`config.mk`:
```
export PLATFORM = sky130hd
export DESIGN_NAME = result_writer
export DESIGN_NICKNAME = d
export VERILOG_FILES = /design/src/rtl/result_writer_pkg.sv /design/src/rtl/result_fifo.sv /design/src/rtl/result_writer.sv
export SDC_FILE = /design/constraint.sdc
export NUM_CORES = 1
export LEC_CHECK = 0
export ABC_AREA = 1
export CORE_ASPECT_RATIO = 0.6
export CORE_UTILIZATION = 54
export DETAILED_ROUTE_END_ITERATION = 10
export PLACE_DENSITY = 0.9
export SETUP_SLACK_MARGIN = 0.5
export SLEW_MARGIN = 20
export SYNTH_ARGS = -nofsm -noshare
export SYNTH_HDL_FRONTEND = slang
export SYNTH_SLANG_ARGS = --single-unit
```
`constraint.sdc`:
```
create_clock -name clk -period 3.1 [get_ports clk]
set_clock_uncertainty 0.05 [all_clocks]
set_input_delay 0.31 -clock clk [delete_from_list [all_inputs] [get_ports clk]]
set_output_delay 0.31 -clock clk [all_outputs]
set_load 0.01 [all_outputs]
```
`src/rtl/result_writer_pkg.sv`:
```
// Shared types and defaults for the result writer and the accelerator wrapper.
// Holds the writer FSM state enum and the default data/address widths.
package result_writer_pkg;

  typedef enum logic [1:0] {
    StIdle,
    StRun,
    StFlush,
    StFinish
  } rw_state_e;

  localparam int unsigned RwDw = 21;
  localparam int unsigned RwAw = 8;

  // States in which the FIFO accepts results and drains to memory.
  function automatic logic rw_active(rw_state_e s);
    return (s == StRun) || (s == StFlush);
  endfunction

endpackage

```
`src/rtl/result_fifo.sv`:
```
// Small power-of-two FIFO buffering accelerator results ahead of the memory port.
// Synchronous clear has priority over push/pop; the head is always visible.
module result_fifo #(
  parameter int unsigned DW    = 21,
  parameter int unsigned DEPTH = 4
) (
  input  logic          clk_i,
  input  logic          rst_i,
  input  logic          clr_i,
  input  logic          push_i,
  input  logic [DW-1:0] data_i,
  input  logic          pop_i,
  output logic [DW-1:0] head_o,
  output logic          full_o,
  output logic          empty_o
);

  localparam int unsigned PtrW = (DEPTH > 1) ? $clog2(DEPTH) : 1;
  localparam int unsigned CntW = PtrW + 1;

  logic [DW-1:0]   mem_q [DEPTH];
  logic [PtrW-1:0] wptr_q, wptr_d;
  logic [PtrW-1:0] rptr_q, rptr_d;
  logic [CntW-1:0] cnt_q, cnt_d;
  logic            do_push, do_pop;

  always_comb begin
    full_o  = (cnt_q == CntW'(DEPTH));
    empty_o = (cnt_q == '0);
    head_o  = mem_q[rptr_q];
    do_push = push_i & ~full_o;
    do_pop  = pop_i & ~empty_o;
  end

  always_comb begin
    wptr_d = wptr_q;
    rptr_d = rptr_q;
    cnt_d  = cnt_q;
    if (clr_i) begin
      wptr_d = '0;
      rptr_d = '0;
      cnt_d  = '0;
    end else begin
      if (do_push) wptr_d = wptr_q + PtrW'(1);
      if (do_pop)  rptr_d = rptr_q + PtrW'(1);
      unique case ({do_push, do_pop})
        2'b10:   cnt_d = cnt_q + CntW'(1);
        2'b01:   cnt_d = cnt_q - CntW'(1);
        default: cnt_d = cnt_q;
      endcase
    end
  end

  always_ff @(posedge clk_i or posedge rst_i) begin
    if (rst_i) begin
      wptr_q <= '0;
      rptr_q <= '0;
      cnt_q  <= '0;
    end else begin
      wptr_q <= wptr_d;
      rptr_q <= rptr_d;
      cnt_q  <= cnt_d;
    end
  end

  // Storage needs no reset: the count gates every read.
  always_ff @(posedge clk_i) begin
    if (do_push && !clr_i) begin
      mem_q[wptr_q] <= data_i;
    end
  end

  a_not_full_and_empty: assert property (@(posedge clk_i) disable iff (rst_i)
    !(full_o && empty_o));

endmodule

```
`src/rtl/result_writer.sv`:
```
// Buffers accelerator results in a FIFO and writes them to sequential memory addresses.
// Define RESULT_WRITER_OVF_EN to track dropped results on the sticky overflow output.
module result_writer
  import result_writer_pkg::*;
#(
  parameter int unsigned DW    = RwDw,
  parameter int unsigned AW    = RwAw,
  parameter int unsigned DEPTH = 4
) (
  input  logic          clk,
  input  logic          rst,
  input  logic          start,
  input  logic          wr_req,
  input  logic [DW-1:0] wr_data,
  input  logic          acc_done,
  input  logic          mem_ready,
  output logic          mem_wr,
  output logic [AW-1:0] mem_addr,
  output logic [DW-1:0] mem_data,
  output logic          full,
  output logic          all_done,
  output logic          overflow
);

  rw_state_e     state_q, state_d;
  logic [AW-1:0] addr_q, addr_d;
  logic [DW-1:0] head;
  logic          empty;
  logic          active, clr, push, pop;

  always_comb begin
    active = rw_active(state_q);
    clr    = (state_q == StIdle) & start;
    // Admission uses the registered full flag, so a same-cycle pop never frees a slot.
    push   = active & wr_req & ~full;
    pop    = mem_wr & mem_ready;
  end

  result_fifo #(
    .DW   (DW),
    .DEPTH(DEPTH)
  ) u_fifo (
    .clk_i  (clk),
    .rst_i  (rst),
    .clr_i  (clr),
    .push_i (push),
    .data_i (wr_data),
    .pop_i  (pop),
    .head_o (head),
    .full_o (full),
    .empty_o(empty)
  );

  // State register
  always_ff @(posedge clk or posedge rst) begin
    if (rst) begin
      state_q <= StIdle;
    end else begin
      state_q <= state_d;
    end
  end

  // Next-state logic
  always_comb begin
    state_d = state_q;
    unique case (state_q)
      StIdle:   if (start) state_d = StRun;
      StRun:    if (acc_done) state_d = StFlush;
      // An empty FIFO means no beat is outstanding; a late result keeps us flushing.
      StFlush:  if (empty && !wr_req) state_d = StFinish;
      StFinish: state_d = StIdle;
      default:  state_d = StIdle;
    endcase
  end

  // Output logic
  always_comb begin
    all_done = (state_q == StFinish);
    mem_wr   = active & ~empty;
    mem_data = mem_wr ? head : '0;
    mem_addr = addr_q;
  end

  always_comb begin
    addr_d = addr_q;
    if (clr) begin
      addr_d = '0;
    end else if (pop) begin
      addr_d = addr_q + AW'(1);
    end
  end

  always_ff @(posedge clk or posedge rst) begin
    if (rst) begin
      addr_q <= '0;
    end else begin
      addr_q <= addr_d;
    end
  end

`ifdef RESULT_WRITER_OVF_EN
  logic ovf_q, ovf_d;

  always_comb begin
    ovf_d = ovf_q;
    if (clr) begin
      ovf_d = 1'b0;
    end else if (active && wr_req && full) begin
      ovf_d = 1'b1;
    end
  end

  always_ff @(posedge clk or posedge rst) begin
    if (rst) begin
      ovf_q <= 1'b0;
    end else begin
      ovf_q <= ovf_d;
    end
  end

  assign overflow = ovf_q;
`else
  assign overflow = 1'b0;
`endif

  a_stall_stable: assert property (@(posedge clk) disable iff (rst)
    (mem_wr && !mem_ready) |=> (mem_wr && $stable(mem_addr) && $stable(mem_data)));

  a_done_single: assert property (@(posedge clk) disable iff (rst)
    all_done |=> !all_done);

endmodule

```
==> metrics.txt <==
clock network latency to the later pin of the worst-skew pair=0.34 ns; synthesis warning total=0; WL/cell=15.6 um; synthesized net count=438; final-report setup violation count=0; buffers plus inverters on the worst setup path=3; clock tree from TritonCTS=done; weighted congestion reported at the end of routability-driven placement=0.804; number of storage elements in the synthesis netlist=101; slew margin rel.=54.6%; final core area utilization=70.1%; effective utilization at floorplan=55.8%; Routed Antenna Nets=0; Critical Path Sink=mem_data[18]; via density per instance=5.26; Hold WC Path Type=input pin to asynchronous set/reset pin; largest stage delay on the critical path=0.57 ns; vertical extent of the die=71.9 um; sequential cell area fraction in the yosys report=67.0%; Detailed Routing Iterations Pass 1=5; library cell contributing the largest single delay on the critical path=clkdlybuf4s50_1; dpl hpwl=5840 um; die outline area=8520 um2; total congestion overflow=0; worst-case vdd ir drop=509 uV; DRC violation total after the first TritonRoute iteration=323; number of pins exceeding their max-slew limit in the final report=0; cells traversed along the worst timing path=inv_1 > ha_4 > nand2_1 > buf_4 > a21oi_1 > clkdlybuf4s50_1; IO Pins=60; transition time at the pin with the least slew margin=0.680 ns; number of filler cells placed in the layout=547; root buf cell=clkbuf_16; classification of the worst setup path=flip-flop to output pin; top cells by area, synth=edfxtp_1 57%, dfrtp_1 9.7%, nor2_1 8.3%; Setup WS post-layout=0.533 ns; worst slack, placed=0.814 ns; synth cell count leaders=97 x nor2_1, 84 x edfxtp_1, 45 x o21ai_0, 31 x nand2_1, 29 x inv_1; number of buffers created by CTS=9; H-tree Lvls=3; peak clock frequency supported by timing=390 MHz; Crit path max-delay family=buffers and inverters; max-capacitance violation count=0; number of antenna violations at the first check in global routing=0; Core ar.=7880 um2; TNS Setup=0 ns; Total Nets Final=505; Post-synth EDFFs=84; DRC violation count after routing=0; synth-to-layout area growth=25.7%; cell area after synthesis=4400 um2; width of the chip=119 um; crit path launch type=flip-flop; Inserted Diodes=0; overall power after layout=4.97 mW; Unique masters post-synth=34; share of synthesized flip-flops with an asynchronous set or reset=16.8%; Syn Area/Cell=11.0 um2; dominant register cell in the synthesized netlist=edfxtp_1; number of cells produced by synthesis=400; reg2reg setup slack=0.89 ns; Via Count=3052; depth of the worst register-to-register path=12; final clock period utilization by the worst path=82.8%; WP depth=6; static leakage power=2.26 nW; most numerous cell in the Yosys netlist=nor2_1; clock tree buffer depth=2; area share of the largest cell type after synthesis=57.3%; outcome=complete, no violations; largest net degree at the start of global routing=44; Routed WL=9070 um; timing startpoint of the critical path=state_q[1]; GRT Resource Usage Total=22.7%; wire length of the first global-routing pass=14500 um; critical register-to-register path startpoint=state_q[0]; share of layout cells above drive strength 1=11.9%; pwr/cell area=899 nW/um2; Critical Path End Type=output pin; clock transition at the registers of the reported paths=0.06 ns; count of buffers from port buffering=58; via count of the first global-routing pass=2984; unrepaired setup endpoints after global routing=yes; sinks on the clock net=101; std cell rows=25; time the final worst path needs with I/O delays and setup=2.57 ns; crit path DAT=2.21 ns; required time at the worst-slack endpoint=2.74 ns; quantity of hold-fixing buffers added after cts=0; number of hold violations in the final report=0; Yosys top cell by area=edfxtp_1; Critical R2R Capture=u_fifo.cnt_q[2]; critical-path maximum fanout=21
[placed cells by master (no fill, tap or decap), types with 9 or more instances in the layout]
cell type        synthesis  layout
nor2_1                  97      93
edfxtp_1                84      84
o21ai_0                 45      45
clkdlybuf4s50_1          0      45
nand2_1                 31      31
inv_1                   29      28
a21oi_1                 24      22
dfrtp_1                 17      17
buf_4                    1      14
dlymetal6s2s_1           0      13
o21ai_1                  9       9
ha_1                    10       9
clkbuf_16                0       9
[sequential cells by signal, indices dropped and copies added, names as in the netlist]
register	cells
u_fifo.mem_q	84
state_q	2
u_fifo.cnt_q	3
u_fifo.wptr_q	2
u_fifo.rptr_q	2
mem_addr	8
[where the power goes]
group | leakage, nW | internal, mW | switching, mW | total, mW
sequential | 0.986 | 1.70 | 0.0948 | 1.80
combinational | 1.13 | 0.785 | 1.22 | 2.01
clock | 0.153 | 0.707 | 0.461 | 1.17
[worst reg2reg max path: stages (launching register included)]
cell	delay (ns)
dfrtp_1	0.40
inv_1	0.15
ha_4	0.25
nand2_1	0.08
clkinv_1	0.06
nand2_2	0.11
nand3_2	0.11
fa_1	0.39
xor2_1	0.19
o21bai_1	0.14
nand2_1	0.06
nand2_1	0.06
nand2_1	0.05
[final cells by class]
cell class	count	area (um2)	share of cell area, %
inverters	33	133	2.40
repair buffers	72	718	13.0
multi-input cells	249	1270	23.0
flip-flops and latches	101	2950	53.3
clock buffers	10	229	4.14
repair inverters	1	5.00	0.0905
clock inverters	6	86.3	1.56
well taps	108	135	2.44
[per-stage QoR]
stage	instances	hold WS, ns	cell area (um2)
global route	580	0.380	5530
CTS	577	0.340	5460
global placement	561	0.460	5130
detailed placement	561	0.481	5130
floorplan	400	0.186	4400
finish	580	0.318	5530
[repair_timing]
item | in CTS | in global routing
resized for setup | 2 | 16
setup buffers | 0 | 2
pin swaps | 0 | 0
cloned | 0 | 1
setup endpoints to repair | 10 | 21
[cells by family (layout without fill, tap and decap cells)]
group                    count (synthesis)  after routing  synth area share (%)
AO/OA/AOI/OAI                           82             82                  9.61
XOR/XNOR                                 2              2                 0.398
adder cells (fa/ha/maj)                 11             11                  3.30
buffers and inverters                   50            122                  4.72
flip-flops                             101            101                  67.0
other                                    1              1                0.0852
AND/OR/NAND/NOR                        153            153                  14.9
[per-layer routing]
layer | global-route usage (%) | up-vias | routed length, um
li1 | - | 1488 | -
met1 | 30.0 | 1449 | 4030
met2 | 37.9 | 107 | 4330
met3 | 6.13 | 8 | 624
met4 | 6.33 | 0 | 76
met5 | 0 | - | 0
[how the worst min path moves through the flow]
stage | slack (ns) | to | cells past startpoint | from
global placement | 0.46 | u_fifo.cnt_q[0] | 2 | u_fifo.cnt_q[0]
global route | 0.38 | u_fifo.cnt_q[0] | 2 | rst
detailed placement | 0.48 | u_fifo.cnt_q[1] | 2 | u_fifo.cnt_q[1]
floorplan | 0.19 | mem_addr[0] | 1 | rst
CTS | 0.34 | state_q[0] | 2 | rst
finish | 0.32 | u_fifo.cnt_q[1] | 2 | rst
Note: power is estimated with default switching activity, not from simulation.
==> edit 1: new RTL, same settings <==
Add a define of `RESULT_WRITER_OVF_EN`.
--- a/src/rtl/result_writer.sv
+++ b/src/rtl/result_writer.sv
@@ -1,5 +1,7 @@
 // Buffers accelerator results in a FIFO and writes them to sequential memory addresses.
 // Define RESULT_WRITER_OVF_EN to track dropped results on the sticky overflow output.
+`define RESULT_WRITER_OVF_EN
+
 module result_writer
   import result_writer_pkg::*;
 #(
Behaviour: not the same (a bounded check fails within 10 cycles, from zero or initial values and one cycle with rst high).
==> edit 1 against the original RTL <==
  * Routed wire length is 3.0% higher
  * Synthesized area grew 0.17%
  * Sequential cell count rose by 1
  * Synthesized cell count unchanged
  * Total power shrank 5.3%
  * Cell area grew 0.29%
  * Setup slack better by 0.032 ns
  * Largest cell class unchanged
==> edit 1: results <==
set metrics [dict create \
    status "finished, final reports clean" \
    synth_fa_ha_area_share_pct 3.294 \
    placed_cells 563 \
    synth_xor_area_share_pct 0.3975 \
    portBuffers 59 \
    syn_area_per_cell_sq_um 11.02 \
    grt_max_degree 27 \
    grt_pass1_wl_mm 14.82 \
    grt_pass1_vias 2996 \
    drive_gt1_share_pct 10.50 \
    fillers 537 \
    largest_reg_flops 84 \
    wl_per_cell_um 16.00 \
    synth_common_cells "nor2_1, edfxtp_1, o21ai_0" \
    synth.distinct_cells 29 \
    drt_iter0_drc 289 \
    p_leak_uw 0.002239 \
    switching_share_pct 35.20 \
    synth_area_leaders "edfxtp_1, dfrtp_1, nor2_1" \
    worst_pin_slew_ns 0.6901 \
    grt_usage_pct 23.60 \
    totalWireLength_mm 9.342 \
    hpwlAfterDp_mm 5.900 \
    fin_nets 509 \
    vias 3129 \
    synth_compound_area_share_pct 9.597 \
    holdWs_ns 0.3244 \
    place_congestion 0.8155 \
    synth_edf_count 84 \
    reg2reg_slack_ns 0.81 \
    cp.arrival_ns 2.17 \
]
edit 1: changes by cell type after synthesis, moves of 2 or more:
cell      delta
nor2_2       -2
o21ai_0      +7
buf_1        -2
o21ai_1      -7
clkbuf_2     +2
edit 1: what timing repair did:
item | in CTS | in global routing
gates cloned | 1 | 0
hold endpoints to repair | 0 | 0
pin swaps | 0 | 0
setup endpoints to repair | 21 | 21
gates resized for setup | 3 | 22
setup buffers | 4 | 0
edit 1: final cells by class:
cell class	instances	area, sq um	share of cell area, %
inverters	33	127.6	2.302
multi-input cells	249	1262	22.77
repair inverters	1	7.507	0.1354
flip-flops and latches	102	2973	53.62
clock inverters	2	11.26	0.2031
repair buffers	75	773.2	13.95
clock buffers	14	254.0	4.581
well taps	108	135.1	2.437
edit 1: cells by family after synthesis:
family,Yosys count
buffers and inverters,49
adders and majority gates,11
and+or+nand+nor,154
AOI/OAI and AO/OA,82
xor gates and xnor gates,2
DFF,102
edit 1: path summary, 6_finish.rpt:
path	to
worst max register to register	u_fifo.cnt_q[2]
worst min-delay path	overflow
min in group clk	overflow
max in group asynchronous	mem_addr[4]
worst min register to register	overflow
worst max-delay path	mem_data[1]
edit 1: power by group through the flow:
stage / Clock [uW] / Combinational [uW] / Sequential (uW)
after global placement: 0 / 1740 / 1820
after CTS: 1030 / 1870 / 1800
after global routing: 1070 / 2080 / 1820
after floorplan: 0 / 1040 / 1820
final: 1010 / 1890 / 1800
after detailed placement: 0 / 1800 / 1830
edit 1: per-stage QoR:
stage / instance area [sq um] / worst slack [ns]
3_3_place_gp: 5159 / 0.7541
3_5_place_dp: 5159 / 0.7245
4_1_cts: 5478 / 0.4828
6_report: 5544 / 0.5654
2_1_floorplan: 4407 / 0.5549
5_1_grt: 5544 / 0.4608
edit 1: layer usage:
metal	up-vias	track usage (%)	part of all wire [%]
met5	-	0	0
met4	0	9.001	1.5
met3	11	6.368	7.9
met2	122	36.52	46
met1	1498	32.66	44
li1	1498	-	-
edit 1: critical path, cell delays in order, from the launching register on:
cell	delay, ns
dfrtp_1	0.39
inv_1	0.12
ha_4	0.31
nand2_1	0.08
buf_6	0.19
a21oi_1	0.17
clkdlybuf4s50_1	0.56
==> edit 2: new RTL, same flow settings <==
Without the edit above. Re-encode `rw_state_e` (4 states) as one-hot, 4 bits wide.
--- a/src/rtl/result_writer_pkg.sv
+++ b/src/rtl/result_writer_pkg.sv
@@ -2,11 +2,11 @@
 // Holds the writer FSM state enum and the default data/address widths.
 package result_writer_pkg;
 
-  typedef enum logic [1:0] {
-    StIdle,
-    StRun,
-    StFlush,
-    StFinish
+  typedef enum logic [3:0] {
+    StIdle   = 4'b0001,
+    StRun    = 4'b0010,
+    StFlush  = 4'b0100,
+    StFinish = 4'b1000
   } rw_state_e;
 
   localparam int unsigned RwDw = 21;
Check against the original RTL: same outputs for any inputs over 10 cycles, from zero or initial values and one cycle with rst high; not proved beyond that.
==> edit 2 against the original RTL <==
  * Sequential cell count rose by 2
  * Total power shrank 13%
  * Synthesized area fell by 0.20%
  * Setup slack better by 0.054 ns
  * Synthesized cell count unchanged
  * Sequential share of layout area about the same
  * Cell area increased by 1.8%
  * Global-route usage is 1.3 points higher
  * Largest cell class unchanged
  * Routed wire length grew 5.9%
  * Die area down 0.20%
  * Worst hold slack improved by 0.039 ns
==> edit 2: results <==
set metrics [dict create \
    synth_seq_cells 103 \
    multi_input_area_sq_mm 0.001240 \
    synth_area_leaders "edfxtp_1, dfrtp_1, nor2_1" \
    status "finished, final reports clean" \
    p_leak_uw 0.002358 \
    place_ws_ns 0.4621 \
    post_cts_buffers 4 \
    max_stage_delay_ns 0.54 \
    fin_nets 507 \
    synth.distinct_cells 28 \
    synth_common_cells "nor2_1, edfxtp_1, o21ai_0" \
    grt_max_degree 47 \
    viasPerCell 5.450 \
    drt_pass1_iterations 6 \
    syn_area_per_cell_sq_um 10.98 \
    drive_gt1_share_pct 12.73 \
    syn-num-nets 433 \
    ir_drop_v 0.0004239 \
    cp.arrival_ns 2.15 \
    holdWs_ns 0.3569 \
    drt_iter0_drc 230 \
    placed_cells 560 \
    n_all_buffers 78 \
    dpl_cell_area_sq_mm 0.005121 \
    grt_pass1_vias 3088 \
    internal_power_uw 2917 \
    place_congestion 0.8470 \
    layout.nonclk_buf_share_pct 14.05 \
    inverters 30 \
    grt_pass1_wl_mm 15.06 \
    totalWireLength_mm 9.600 \
    cts_resized 8 \
    wl_per_cell_um 16.35 \
    async_reset_ff_share_pct 18.45 \
    hpwlAfterDp_mm 5.766 \
    grt_usage_pct 24.07 \
    cp_max_fo 16 \
    clockNetworkAreaShare_pct 6.001 \
    final_area_sq_mm 0.005629 \
    ff_latch_area_sq_mm 0.002999 \
]
## edit 2: changes by cell type in the layout (fill, tap and decap cells not counted), sizes merged, moves of 2 or more
cell	unedited run	this run
a21oi	26	23
inv	32	27
nand4	3	5
nand3	9	15
buf	14	20
ha	10	5
## edit 2: how the worst max path moves through the flow
stage,from,to,slack [ns],depth (start not counted)
floorplan,state_q[2],u_fifo.mem_q[0][0],0.81,5
CTS,u_fifo.rptr_q[1],mem_data[3],0.51,7
global placement,state_q[2],mem_data[5],0.57,7
detailed placement,state_q[2],mem_data[8],0.46,7
finish,state_q[0],mem_data[7],0.59,7
global route,u_fifo.rptr_q[1],mem_data[18],0.48,6
## edit 2: logic make-up after synthesis
logic type | count (synthesis) | share of synthesized area [%]
flip-flops | 103 | 68.31
AND/OR/NAND/NOR | 164 | 15.93
buffers and inverters | 45 | 4.161
AO/OA/AOI/OAI | 78 | 9.034
other | 1 | 0.08541
XOR/XNOR | 3 | 0.5986
adder cells (fa/ha/maj) | 6 | 1.881
## edit 2: critical path: cells and delay by family (launching register included)
family / cells / cell delay (ns)
AO/OA/AOI/OAI: 1 / 0.12
flip-flops: 1 / 0.38
buffers and inverters: 2 / 0.74
AND/OR/NAND/NOR: 4 / 0.56
## edit 2: layer usage
metal	up-vias	part of all wire (%)	global-route usage (%)	wire length, um
li1	1507	-	-	-
met2	123	48	40.07	4646
met1	1550	43	30.92	4145
met5	-	0	0	0
met3	19	6.7	7.803	645
met4	0	1.7	6.610	163
## edit 2: power by group through the flow
stage	Clock [uW]	Sequential [uW]	Combinational [uW]
final	1260	1740	1310
after global routing	1320	1750	1440
after CTS	1270	1730	1210
after detailed placement	0	1750	1130
after global placement	0	1740	1070
after floorplan	0	1740	757
